--- src/rtl/alarm_timer_if.sv ---
// Request/expiry handshake, BCD preset and remaining-time bus between the watch and the countdown timer.
interface alarm_timer_if;
    logic       tim_en;
    logic       tim_over;
    logic       busy;
    logic       beep;
    logic [3:0] mindec_set;
    logic [3:0] minone_set;
    logic [3:0] secdec_set;
    logic [3:0] secone_set;
    logic [3:0] mindec_rem;
    logic [3:0] minone_rem;
    logic [3:0] secdec_rem;
    logic [3:0] secone_rem;

    // Handshake: four-phase. The watch raises tim_en and holds it. The timer answers with
    // tim_over on expiry and holds it until tim_en is seen low. tim_en low while busy aborts.
    modport master (
        output tim_en, mindec_set, minone_set, secdec_set, secone_set,
        input  tim_over, busy, beep, mindec_rem, minone_rem, secdec_rem, secone_rem
    );

    modport slave (
        input  tim_en, mindec_set, minone_set, secdec_set, secone_set,
        output tim_over, busy, beep, mindec_rem, minone_rem, secdec_rem, secone_rem
    );
endinterface

--- src/rtl/alarm_timer.sv ---
// BCD mm:ss countdown timer answering the watch's timer request; decrements once per
// TICKS_PER_SEC strobes, then flags expiry and beeps until the request is released.
module alarm_timer #(
    parameter int TICKS_PER_SEC = 1
) (
    input  logic         clk,
    input  logic         rst,
    input  logic         tick_en,
    alarm_timer_if.slave bus,
    output logic [1:0]   state_dbg
);
    localparam logic [1:0] IDLE = 2'd0;
    localparam logic [1:0] RUN  = 2'd1;
    localparam logic [1:0] DONE = 2'd2;

    localparam int PW = (TICKS_PER_SEC > 1) ? $clog2(TICKS_PER_SEC) : 1;
    localparam logic [PW-1:0] PRE_LAST = PW'(TICKS_PER_SEC - 1);

    logic [1:0]    state;
    logic [PW-1:0] prescaler;
    logic [15:0]   rem;
    logic          beep_q;
    logic [15:0]   preset;
    logic [15:0]   rem_dec;
    logic          sec_tick;
    logic          last_sec;

    // Tens digits saturate at 5 and ones digits at 9 so an illegal preset still counts sanely.
    always_comb begin
        preset[15:12] = (bus.mindec_set > 4'd5) ? 4'd5 : bus.mindec_set;
        preset[11:8]  = (bus.minone_set > 4'd9) ? 4'd9 : bus.minone_set;
        preset[7:4]   = (bus.secdec_set > 4'd5) ? 4'd5 : bus.secdec_set;
        preset[3:0]   = (bus.secone_set > 4'd9) ? 4'd9 : bus.secone_set;
    end

    always_comb begin
        rem_dec = rem;
        if (rem[3:0] == 4'd0) begin
            rem_dec[3:0] = 4'd9;
            if (rem[7:4] == 4'd0) begin
                rem_dec[7:4] = 4'd5;
                if (rem[11:8] == 4'd0) begin
                    rem_dec[11:8]  = 4'd9;
                    rem_dec[15:12] = rem[15:12] - 4'd1;
                end else begin
                    rem_dec[11:8] = rem[11:8] - 4'd1;
                end
            end else begin
                rem_dec[7:4] = rem[7:4] - 4'd1;
            end
        end else begin
            rem_dec[3:0] = rem[3:0] - 4'd1;
        end
    end

    assign sec_tick = tick_en && (prescaler == PRE_LAST);
    assign last_sec = (rem == 16'h0001);

    always_ff @(posedge clk) begin
        if (rst) begin
            state     <= IDLE;
            rem       <= 16'h0000;
            prescaler <= '0;
            beep_q    <= 1'b0;
        end else begin
            case (state)
                IDLE: begin
                    beep_q <= 1'b0;
                    if (bus.tim_en) begin
                        rem       <= preset;
                        prescaler <= '0;
                        state     <= (preset == 16'h0000) ? DONE : RUN;
                    end
                end
                RUN: begin
                    if (tick_en) begin
                        if (sec_tick) begin
                            prescaler <= '0;
                            rem       <= rem_dec;
                            if (last_sec) state <= DONE;
                        end else begin
                            prescaler <= prescaler + PW'(1);
                        end
                    end
                    // A release on the same edge as the final second still counts down but never expires.
                    if (!bus.tim_en) begin
                        state     <= IDLE;
                        prescaler <= '0;
                    end
                end
                DONE: begin
                    if (tick_en) beep_q <= ~beep_q;
                    if (!bus.tim_en) begin
                        state  <= IDLE;
                        beep_q <= 1'b0;
                    end
                end
                default: state <= IDLE;
            endcase
        end
    end

    assign bus.busy       = (state == RUN);
    assign bus.tim_over   = (state == DONE);
    assign bus.beep       = beep_q;
    assign bus.mindec_rem = rem[15:12];
    assign bus.minone_rem = rem[11:8];
    assign bus.secdec_rem = rem[7:4];
    assign bus.secone_rem = rem[3:0];
    assign state_dbg      = state;
endmodule

--- src/flat_wrapper.sv ---
// flat-port wrapper written by rule: the top's interface ports become plain ports
module alarm_timer_flat 
#(
    parameter int TICKS_PER_SEC = 1
)
  (clk, rst, tick_en, state_dbg, bus_tim_en, bus_mindec_set, bus_minone_set, bus_secdec_set, bus_secone_set, bus_tim_over, bus_busy, bus_beep, bus_mindec_rem, bus_minone_rem, bus_secdec_rem, bus_secone_rem);
  alarm_timer_if bus_i ();
  input  logic clk;
  input  logic rst;
  input  logic tick_en;
  output logic [1:0] state_dbg;
  input wire logic [$bits(bus_i.tim_en)-1:0] bus_tim_en;
  input wire logic [$bits(bus_i.mindec_set)-1:0] bus_mindec_set;
  input wire logic [$bits(bus_i.minone_set)-1:0] bus_minone_set;
  input wire logic [$bits(bus_i.secdec_set)-1:0] bus_secdec_set;
  input wire logic [$bits(bus_i.secone_set)-1:0] bus_secone_set;
  output wire logic [$bits(bus_i.tim_over)-1:0] bus_tim_over;
  output wire logic [$bits(bus_i.busy)-1:0] bus_busy;
  output wire logic [$bits(bus_i.beep)-1:0] bus_beep;
  output wire logic [$bits(bus_i.mindec_rem)-1:0] bus_mindec_rem;
  output wire logic [$bits(bus_i.minone_rem)-1:0] bus_minone_rem;
  output wire logic [$bits(bus_i.secdec_rem)-1:0] bus_secdec_rem;
  output wire logic [$bits(bus_i.secone_rem)-1:0] bus_secone_rem;
  assign bus_i.tim_en = bus_tim_en;
  assign bus_i.mindec_set = bus_mindec_set;
  assign bus_i.minone_set = bus_minone_set;
  assign bus_i.secdec_set = bus_secdec_set;
  assign bus_i.secone_set = bus_secone_set;
  assign bus_tim_over = bus_i.tim_over;
  assign bus_busy = bus_i.busy;
  assign bus_beep = bus_i.beep;
  assign bus_mindec_rem = bus_i.mindec_rem;
  assign bus_minone_rem = bus_i.minone_rem;
  assign bus_secdec_rem = bus_i.secdec_rem;
  assign bus_secone_rem = bus_i.secone_rem;
  alarm_timer #(.TICKS_PER_SEC(TICKS_PER_SEC)) u_core (.clk(clk), .rst(rst), .tick_en(tick_en), .bus(bus_i), .state_dbg(state_dbg));
endmodule
--- config.mk ---
export PLATFORM = sky130hd
export DESIGN_NAME = alarm_timer_flat
export DESIGN_NICKNAME = d
export VERILOG_FILES = /design/src/rtl/alarm_timer_if.sv /design/src/rtl/alarm_timer.sv /design/src/flat_wrapper.sv
export SDC_FILE = /design/constraint.sdc
export NUM_CORES = 1
export LEC_CHECK = 0
export ABC_CLOCK_PERIOD_IN_PS = 2800
export CORE_MARGIN = 10
export CORE_UTILIZATION = 50
export CTS_CLUSTER_SIZE = 12
export DETAILED_ROUTE_END_ITERATION = 7
export GPL_TIMING_DRIVEN = 0
export PLACE_DENSITY_LB_ADDON = 0.15
export SETUP_SLACK_MARGIN = 0.4
export SLEW_MARGIN = 25
export SYNTH_ARGS = -nofsm -noshare
export SYNTH_HDL_FRONTEND = slang
export SYNTH_SLANG_ARGS = --single-unit
--- constraint.sdc ---
create_clock -name clk -period 2.8 [get_ports clk]
set_clock_uncertainty 0.1 [all_clocks]
set_input_delay 0.42 -clock clk [delete_from_list [all_inputs] [get_ports clk]]
set_output_delay 0.42 -clock clk [all_outputs]
set_load 0.02 [all_outputs]
======== Word-level counts from Yosys, hierarchy flattened ========
Index checks and enable logic that the tools add are counted.
operators by class
  magnitude comparators ................... 4
  bitwise gates (word level) .............. 2
  reduce and logical (&&, ||, !) cells .... 15
  equality and inequality tests ........... 14
  muxes and demuxes ....................... 30
  add/sub/neg operators ................... 5
operators by type and width
  kind                 number
  $mux 16              3
  $mux 4               8
  $pmux 16 s2          1
  $eq 16x1->1 const B  1
  $logic_not 16->1     1
  $sub 4x1->4 const B  4
  $mux 2               7
  $logic_not 4->1      3
  $mux 12              1
  $reduce_and 5->1     2
  $gt 4x3->1 const B   2
  $gt 4x4->1 const B   2
  $mux 8               1
  $ne 2x1->1 const B   4
  $reduce_and 7->1     1
  $mux 1               6
  $ne 2x2->1 const B   3
  $ne 3x2->1 const B   2
  $ne 3x3->1 const B   2
  $pmux 2 s3           1
  $reduce_and 6->1     1
  $pmux 1 s2           2
  $reduce_and 4->1     1
  $reduce_bool 2->1    2
  other kinds (8)      9
word-level totals
  register bits after elaboration ......... 20
  output and inout port bits .............. 21
  input port bits ......................... 20
  logic and storage cells ................. 77

======== Logic depth before layout (Yosys ltp) ========
  depth in word-level cells ............... 7
  gate-level depth with buffers ........... 7
  depth with buffers taken out ............ 5

======== Worst setup path before layout ========
Ideal clock, no wire load.
  path type ............................... reg2reg
  start ................................... register u_core.state[0], in the netlist u_core.state_dbg[0]
  end ..................................... register u_core.rem[15]
  path buffers ............................ 1
  stages on the path, launching flop included .. 6
  arrival time ............................ 1616 ps
  clock period less this slack ............ 1788 ps
  path slack .............................. 1012 ps
  path through ............................ dfxtp_1 buf_2 and4bb_2 nand4_1 a2111oi_2 mux2i_1
between the ends
  longest elaborated chain between the ends .. 3
  elaborated cells between the ends (all ways) .. 11
  classes of those cells .................. 7 x eq/ne; 1 x mux; 3 x reduce/logical
RTL lines
  element                                        line               RTL
  start: declaration                             alarm_timer.sv:19  logic [1:0] state;
  start signal: assignment                       alarm_timer.sv:72  state <= (preset == 16'h0000) ? DONE : RUN;
  $eq 2x1->1 or $logic_not 2->1 (tied branches)  alarm_timer.sv:66  case (state)
  $ne 2x1->1 (no line) (tied with other cells)   n/a
  $reduce_and 7->1 (no line)                     n/a
  end signal: assignment                         alarm_timer.sv:70  rem <= preset;
  end signal: assignment                         alarm_timer.sv:79  rem <= rem_dec;
  end: declaration                               alarm_timer.sv:21  logic [15:0] rem;
Several ways; a longest one is shown, not always the timed one.
A chain may end at the register's enable or synchronous reset.

======== Worst setup path after layout ========
  start ................................... register u_core.state[0], in the netlist u_core.state_dbg[0]
  end ..................................... output bus_busy
between the ends
  longest elaborated chain between the ends .. 1
RTL lines
  element           line                RTL
  $eq 2x1->1        alarm_timer.sv:103  assign bus.busy = (state == RUN);
  end: declaration  flat_wrapper.sv:18  output wire logic [$bits(bus_i.busy)-1:0] bus_busy;
No other way between the ends.

==> run summary <==
sequential power share: 41.0%
setup tns final: 0 ns
Placed Area: 1750 sq um
port bufs: 39
Max Cap Viol: 0
WL final: 4.42 mm
starting DRC count in detailed routing: 179
worst min path class: reg -> reg
fraction of layout cells with a size suffix above 1: 8.61%
Max FO, Critical Path: 10
Clock Root Buffer: clkbuf_4
first-pass GRT wire length: 7.04 mm
CORE AREA: 2500 sq um
nets: 232
Req. time, crit path: 2.28 ns
synthesis-to-finish area growth: 35.3%
# diodes: 0
largest net degree at the start of global routing: 12
Num CTS Buffers: 3
Lkg Pwr: 0.000651 uW
Netlist cell types: 49
starting density of the core: 52.8%
slew margin rel.: 60.3%
clock share of power: 21.2%
Critical Path AT: 1.82 ns
Mapped Nets: 188
Final period util: 83.6%
Final Cell Area: 1790 sq um
Max clock buf depth: 2
Die Width: 71.4 um
Fmax: 427 MHz
fin. max-slew vios: 0
Critical Path Source Type: flop
GP Congestion: 0.885
Switching Share: 37.5%
worst-skew pair later-pin latency: 0.32 ns
DRC violations left: 0
sequential area share after synthesis: 30.3%
Ys Warns: 0
post-CTS setup buffer count: 0
initial antenna violation count: 0
FF+latch count, synth: 20
Global Route Usage Sum: 16.5%
Worst-Margin Slew: 0.596 ns
vias per inst: 6.37
Comb pwr share: 37.8%
WS Path Type: reg -> out
Bufs and invs on worst path: 4
Setup Viol. Count Final: 0
cell internal pwr: 534 uW
commonest cells after routing, fill and taps aside: 38 x clkdlybuf4s50_1, 20 x dfxtp_1, 17 x nor2_1
mapped cell area: 1320 sq um
Hold Buf Count CTS: 0
via count: 1,522
critical-path cell with the highest stage delay: dlygate4sd2_1
Worst-path clk slew: 0.12 ns
min Tclk post-route: 2.34 ns
CP Cell Sequence: buf_2 > nand2b_1 > inv_1 > clkbuf_4 > dlygate4sd2_1
Cells after Synth: 166
VDD IR-drop max: 0.000356 V
pwr dens: 478 nW/um^2
# IOs: 41
Final Hold Viols: 0
Final ANT Viol Nets: 0
reg2reg path depth: 5
Post-synth EDFFs: 0
Die Y: 71.4 um
Overflow after GRT: 0
DP HPWL: 3.36 mm
CTS sink cnt: 20
row count: 18
RSZ-0062 raised after global routing: true
Mapped Avg Cell Area: 7.95 sq um
CTS tree: done
Sw Pwr: 320 uW
Stages on worst setup path: 5
DR WL/cell: 18.5 um
detailed-router iteration count before antenna repair: 4
Max stage delay on crit path: 0.36 ns
die area: 5100 sq um
H-tree depth: 1
Critical Path End Type: primary output
Main synth FF type: dfxtp_1
Post-synth ARST share: 0%
WHS Path Cells: 1
status: finished, final reports clean
Largest delay share family, worst path: buffers and inverters
commonest non-fill, non-tap cell in the layout: clkdlybuf4s50_1
vias in the first global route: 1,427
synthesized netlist by cell type (4+ instances only):
master / number / share of area [%]
a21oi_1: 16 / 6.1
a31oi_1: 4 / 1.9
and2_1: 4 / 1.9
clkbuf_1: 4 / 1.1
dfxtp_1: 20 / 30
inv_1: 10 / 2.8
nand2_1: 7 / 2.0
nand3_1: 5 / 1.9
nor2_1: 17 / 4.8
nor3_1: 6 / 2.3
nor4_1: 6 / 2.8
o21ai_0: 10 / 3.8
or3_1: 4 / 1.9
cells by family after synthesis:
| family | count (synthesis) | share of synthesized area [%] |
|---|---|---|
| and+or+nand+nor | 69 | 32.1 |
| AOI/OAI and AO/OA | 55 | 28.5 |
| DFF | 20 | 30.3 |
| buffers and inverters | 18 | 5.59 |
| muxes | 2 | 1.52 |
| adders and majority gates | 2 | 1.90 |
path summary, 6_finish.rpt:
path | from | end | slack (ns)
max | u_core.state_dbg[0]$_SDFFE_PP0P_ | bus_busy | 0.46
min | u_core.prescaler$_SDFFE_PP0P_ | u_core.prescaler$_SDFFE_PP0P_ | 0.39
max reg2reg | u_core.state_dbg[1]$_SDFFE_PP0P_ | u_core.rem[14]$_SDFFE_PP0P_ | 0.70
min reg2reg | u_core.prescaler$_SDFFE_PP0P_ | u_core.prescaler$_SDFFE_PP0P_ | 0.39
what timing repair did:
| action | CTS | global route |
|---|---|---|
| cloned | 0 | 0 |
| setup endpoints to repair | 1 | 2 |
| gates resized for setup | 1 | 1 |
metrics by stage:
| step | total power (uW) | setup slack, ns | cells | utilization [%] | hold slack, ns |
|---|---|---|---|---|---|
| 3_5_place_dp | 675 | 0.238 | 235 | 69.9 | 0.373 |
| 2_1_floorplan | 540 | 1.01 | 166 | - | 0.352 |
| 6_report | 854 | 0.459 | 239 | 71.4 | 0.391 |
| 4_1_cts | 852 | 0.457 | 239 | 71.3 | 0.390 |
| 3_3_place_gp | 668 | 0.288 | 235 | 69.9 | 0.364 |
| 5_1_grt | 897 | 0.369 | 239 | 71.4 | 0.409 |
flip-flops by register name (all words and copies together) (netlist names):
register,cells
u_core.rem,16
u_core.prescaler,1
u_core.bus.beep,1
u_core.state_dbg,2
metal layers:
metal	GRT usage (%)	wire [um]	up-vias	part of all wire, %
met5	0	0	-	0
li1	-	-	728	-
met3	4.41	364	9	8.2
met2	27.9	2190	72	49
met4	6.45	70	0	1.6
met1	19.2	1800	713	41
power by group through the flow:
stage	clock network, uW	logic, uW	registers, uW
6_report	181	323	351
5_1_grt	189	352	355
4_1_cts	182	320	350
3_5_place_dp	0	319	356
3_3_place_gp	0	314	354
2_1_floorplan	0	163	377
layout make-up:
class	instances	area, sq um
Clock buffer	4	36.3
Inverter	10	37.5
Fill cell	217	714
Buffer	8	38.8
Sequential cell	20	400
Tap cell	30	37.5
Timing Repair Buffer	39	389
Multi-Input combinational cell	128	846
(Power assumes the default switching activity.)
==> patch 1, RTL diff (same flow settings) <==
Add an input register stage for `tick_en`; this delays it by one clock. The other inputs are not delayed to match.
--- a/src/rtl/alarm_timer.sv
+++ b/src/rtl/alarm_timer.sv
@@ -15,6 +15,12 @@
 
     localparam int PW = (TICKS_PER_SEC > 1) ? $clog2(TICKS_PER_SEC) : 1;
     localparam logic [PW-1:0] PRE_LAST = PW'(TICKS_PER_SEC - 1);
+
+    logic tick_en_q;
+
+    always_ff @(posedge clk) begin
+        tick_en_q <= tick_en;
+    end
 
     logic [1:0]    state;
     logic [PW-1:0] prescaler;
@@ -53,7 +59,7 @@
         end
     end
 
-    assign sec_tick = tick_en && (prescaler == PRE_LAST);
+    assign sec_tick = tick_en_q && (prescaler == PRE_LAST);
     assign last_sec = (rem == 16'h0001);
 
     always_ff @(posedge clk) begin
@@ -73,7 +79,7 @@
                     end
                 end
                 RUN: begin
-                    if (tick_en) begin
+                    if (tick_en_q) begin
                         if (sec_tick) begin
                             prescaler <= '0;
                             rem       <= rem_dec;
@@ -89,7 +95,7 @@
                     end
                 end
                 DONE: begin
-                    if (tick_en) beep_q <= ~beep_q;
+                    if (tick_en_q) beep_q <= ~beep_q;
                     if (!bus.tim_en) begin
                         state  <= IDLE;
                         beep_q <= 1'b0;
Function: changed (Yosys sat finds a counterexample within 4 cycles, from zero or initial values and one cycle with rst high).
==> patch 1 against the unedited design <==
- non-clock buffer count rose by 2
- sequential share of layout area increased by 0.70 points
- first-iteration DRC count fell by 23%
- sequential cell count grew 1
- area after synthesis rose by 1.7%
- worst setup slack better by 11 ps
- die area rose by 1.2%
- wire length is 7.2% lower
- final area grew 1.8%
- critical path type unchanged
Power is not compared: it rests on default switching activity, and its combinational part moved more than twofold at a synthesized area within 25%.
==> patch 1: results (changes against the unedited design) <==
Outcome
  – Status: completed

Setup path
  – Cell depth of the worst setup path: 6 (+1)
  – Slowest stage cell on the critical path: dfxtp_1
  – R2R Path Start: u_core.rem[4]
  – Worst path arrival time: 1810 ps
  – Worst path max stage delay: 410 ps (+50 ps)
  – Reg2Reg Capture Point: u_core.rem[13]
  – Reg2Reg Setup Slack: 630 ps (-70 ps)

Global routing
  – Grt met1 use: 0.1843 (-0.007388)
  – GRT Total Usage: 0.1522 (-0.01266)
  – Vias in the first global route: 1480 (+3.7%)
  – Met2 usage: 0.2490 (-0.03039)

Synth
  – Sequential area share after synthesis: 0.3131 (+0.009823)
  – Top cells by area, synth: dfxtp_1 31%, nor2_1 7.5%, nor3_1 4.8%, a21oi_1 4.5%, nand2b_1 3.7%
  – Top_reg_cell synth: dfxtp_1
  – Number of unique standard cell types used by synthesis: 48 (-2.0%)

Cells and area
  – Filler instances: 206 (-5.1%)
  – Layout net count: 243 (+4.7%)
  – Final instance area: 1818 um^2 (+1.8%)
  – Share of layout cells above drive strength 1: 0.07727 (-0.008852)

Placed design
  – DP Wirelength: 3180 um (-5.3%)
  – Final Wtd Congestion: 0.9798 (+11%)
  – Port Buffers: 40 (+2.6%)

Routing
  – Via density: 6.080 (-4.5%)
  – Avg WL per Cell: 16.42 um (-11%)
  – Iteration-0 DRC Markers: 137 (-23%)

Clock tree
  – Clk_lat worst skew: 300 ps (-20 ps)

Timing
  – Worst slew pin tran: 595.8 ps (-0.1261 ps)
patch 1: cell types whose count changed after synthesis, moves of 4 or more:
| cell | delta |
|---|---|
| clkbuf_1 | +4 |
| a21oi_1 | -4 |
| nand2_1 | +6 |
| nor2_1 | +10 |
| nand2b_1 | +7 |
| nor3_1 | +7 |
| nor4_1 | -4 |
| inv_1 | -5 |
patch 1: cells by family (layout without fill, tap and decap cells):
logic type      count (synthesis)  after routing  share of synthesized area
mux                             1              1                   0.008387
fa+ha+maj                       2              2                    0.01864
flops                          21             21                     0.3131
buf+inv                        14             58                    0.04474
compound gates                 49             49                     0.2647
xor+xnor                        1              1                   0.006525
simple gates                   88             88                     0.3439
patch 1: worst reg2reg max path, delay by kind of cell, from the launching register on:
family	cells	cell delay, ps
compound gates	2	850
flops	1	400
simple gates	3	730
patch 1: worst min path at each step:
stage	startpoint	end	slack (ps)	cells past startpoint
after floorplan	tick_en	u_core.tick_en_q	350	0
after global placement	u_core.prescaler	u_core.prescaler	370	1
after detailed placement	u_core.prescaler	u_core.prescaler	370	1
after CTS	u_core.prescaler	u_core.prescaler	390	1
after global routing	u_core.prescaler	u_core.prescaler	410	1
final	u_core.prescaler	u_core.prescaler	380	1
patch 1: timing repair:
| action | in CTS | in global routing |
|---|---|---|
| gates resized for setup | 7 | 4 |
| buffers inserted | 0 | 0 |
| setup endpoints to repair | 1 | 2 |
patch 1: where the power goes:
part	internal, W	total [W]	switching, W
sequential	0.000367	0.000465	0.0000985
clock	0.0000554	0.000147	0.0000918
combinational	0.000413	0.000968	0.000555
total	0.000835	0.00158	0.000745
patch 1: stage by stage:
stage | setup slack, ps | std cells | hold slack (ps)
finish | 470.3 | 250 | 384.9
global route | 369.8 | 250 | 405.0
CTS | 418.4 | 250 | 387.5
detailed placement | 11.98 | 246 | 370.0
global placement | 46.28 | 246 | 371.6
floorplan | 735.5 | 176 | 347.7
patch 1: metal layers:
metal  up-vias  wire length, um
li1        741                -
met1       718             1703
met2        55             1964
met3         6              405
met4         0               32
met5         -                0
patch 1: cell type report:
class	instances	share of cell area
clock buffers	4	0.01445
flip-flops and latches	21	0.2312
repair buffers	40	0.2209
well taps	30	0.02065
plain buffers	9	0.02822
inverters	5	0.01032
multi-input cells	141	0.4742
==> patch 2, RTL diff (same flow settings) <==
Without the edit above. Put one more register stage on the output `state_dbg`, with the module's reset. The value now appears one clock later. The other outputs are not delayed to match.
--- a/src/rtl/alarm_timer.sv
+++ b/src/rtl/alarm_timer.sv
@@ -107,6 +107,12 @@
     assign bus.minone_rem = rem[11:8];
     assign bus.secdec_rem = rem[7:4];
     assign bus.secone_rem = rem[3:0];
-    assign state_dbg      = state;
+    always_ff @(posedge clk) begin
+        if (rst) begin
+            state_dbg <= '0;
+        end else begin
+            state_dbg <= state;
+        end
+    end
 endmodule
 
Function: changed (a bounded check fails within 4 cycles, from zero or initial values and one cycle with rst high).
==> patch 2 against the unedited design <==
- maximum frequency decreased by 1.1%
- non-clock buffer count up 2
- power is 5.1% higher
- largest power group unchanged
- utilization decreased by 2.2 points
- final area is 6.0% higher
- worst setup slack got worse by 25 ps
- sequential cell count grew 2
- wire length grew 3.1%
- area after synthesis increased by 8.1%
- worst hold slack worse by 82 ps
- count of clock-buffer cells in the layout down 1
- critical path type unchanged
==> patch 2: results (changes against the unedited design) <==
Global routing
  – Grt met1 use: 0.2065 (+0.01491)
  – GRT Total Usage: 0.1650 (about the same)
  – First-pass GRT wire length: 7521 um (+6.8%)
  – Vias in the first global route: 1580 (+11%)
  – GR Util met3: 0.04845 (+0.004375)
  – Met2 usage: 0.2684 (-0.01103)

Routing
  – Avg WL per Cell: 18.31 um (-1.0%)
  – Iteration-0 DRC Markers: 253 (+41%)
  – Via density: 6.602 (+3.7%)

Setup path
  – Worst path max stage delay: 330 ps (-30 ps)
  – Worst r2r path cells: 4 (-1)
  – Reg2Reg Setup Slack: 620 ps (-80 ps)
  – Slowest stage cell on the critical path: dfxtp_1
  – R2R Path Start: u_core.rem[9]
  – Worst path arrival time: 1850 ps (+30 ps)
  – Reg2Reg Capture Point: u_core.rem[15]

Placed design
  – DP Wirelength: 3476 um (+3.6%)
  – Final Wtd Congestion: 0.8989 (+1.6%)

Hold path
  – Beginning of the worst hold path: bus_tim_en
  – Tightest Hold Check Type: in -> reg
  – Worst hold stages: 3 (+2)
  – Hold Crit Endpoint: u_core.state[0]

Pwr
  – P_leak: 0.6802 nW (+4.5%)
  – Peak supply drop: 0.0003448 V (-3.2%)
  – PwrDens: 474.5 nW/um^2 (-0.84%)
  – Net Switching: 0.0003352 W (+4.7%)

Cells and area
  – Multi-input gate share of total cell area: 0.4861 (+0.01239)
  – Share of layout cells above drive strength 1: 0.09633 (+0.01021)
  – Largest regs: u_core.rem x16, u_core.state x2, u_core.state_dbg x2
  – Layout net count: 242 (+4.3%)
  – Inverters: 6 (-4)
  – Multi-input gates: 138 (+7.8%)
  – Non-CTS buffers: 49 (+4.3%)
  – Final clock-cell share: 0.01190 (-0.008418)
  – Signal buf overhead: 0.2368 (-0.002891)
  – Filler instances: 261 (+20%)

Clock tree
  – Clk_lat worst skew: 300 ps (-20 ps)
  – Clock transition at path regs: 120 ps (about the same)
  – Total clock sinks: 22 (+10%)

Synth
  – Post-synth top cells: 22 x dfxtp_1, 16 x o21ai_0, 14 x a21oi_1, 12 x nor2_1
  – Top cells by area, synth: dfxtp_1 31%, o21ai_0 5.6%, a21oi_1 4.9%, nor2_1 3.2%, nor4_1 3.1%
  – Number of unique standard cell types used by synthesis: 51 (+4.1%)
  – Sequential area share after synthesis: 0.3088 (+0.005454)
  – Synth Net Count: 198 (+5.3%)

Outcome
  – Status: completed

Timing
  – Worst slew pin tran: 789.7 ps (+193.8 ps)
  – Worst Hold Slack: 308.7 ps (-82.35 ps)
## patch 2: through the flow
step                      cells  utilization  worst slack [ps]
after floorplan             176            -             711.8
after global placement      246       0.6787             155.4
after detailed placement    246       0.6787             142.7
after CTS                   249       0.6883             412.1
after global routing        249       0.6920             299.5
final                       249       0.6920             434.1
## patch 2: kinds of logic (layout without fill, tap and decap cells)
logic type / after synthesis / in the layout / share of synthesized area
AOI/OAI and AO/OA: 70 / 70 / 0.3325
DFF: 22 / 22 / 0.3088
and+or+nand+nor: 65 / 65 / 0.2816
muxes: 1 / 1 / 0.007018
buffers and inverters: 16 / 58 / 0.05263
adders and majority gates: 2 / 2 / 0.01754
## patch 2: metal layers
metal,wire length (um),share of wire
met5,0,0
met4,78,0.017
met3,401,0.088
met2,2210,0.48
met1,1868,0.41
## patch 2: how the worst max path moves through the flow
stage / from / endpoint / slack [ps]
after detailed placement: u_core.state[1] / bus_busy / 140
after global routing: u_core.state[1] / bus_busy / 300
after global placement: u_core.state[1] / bus_busy / 160
after floorplan: bus_tim_en / u_core.rem[15] / 710
after CTS: u_core.state[0] / bus_tim_over / 410
final: u_core.state[1] / bus_busy / 430
## patch 2: worst register-to-register path: cells and delay by family, from the launching register on
family	cells	cell delay, ps
flops	1	410
compound gates	2	500
simple gates	2	1100
## patch 2: power groups by stage
stage / Clock (W) / Combinational, W / Sequential (W)
floorplan: 0 / 0.000192 / 0.000410
detailed placement: 0 / 0.000362 / 0.000387
finish: 0.000145 / 0.000368 / 0.000384
CTS: 0.000146 / 0.000364 / 0.000381
global placement: 0 / 0.000354 / 0.000385
global route: 0.000159 / 0.000401 / 0.000389
## patch 2: what timing repair did
action                     in CTS  in global routing
pin swaps                       0                  0
resized for setup               5                  4
setup endpoints to repair       1                  4
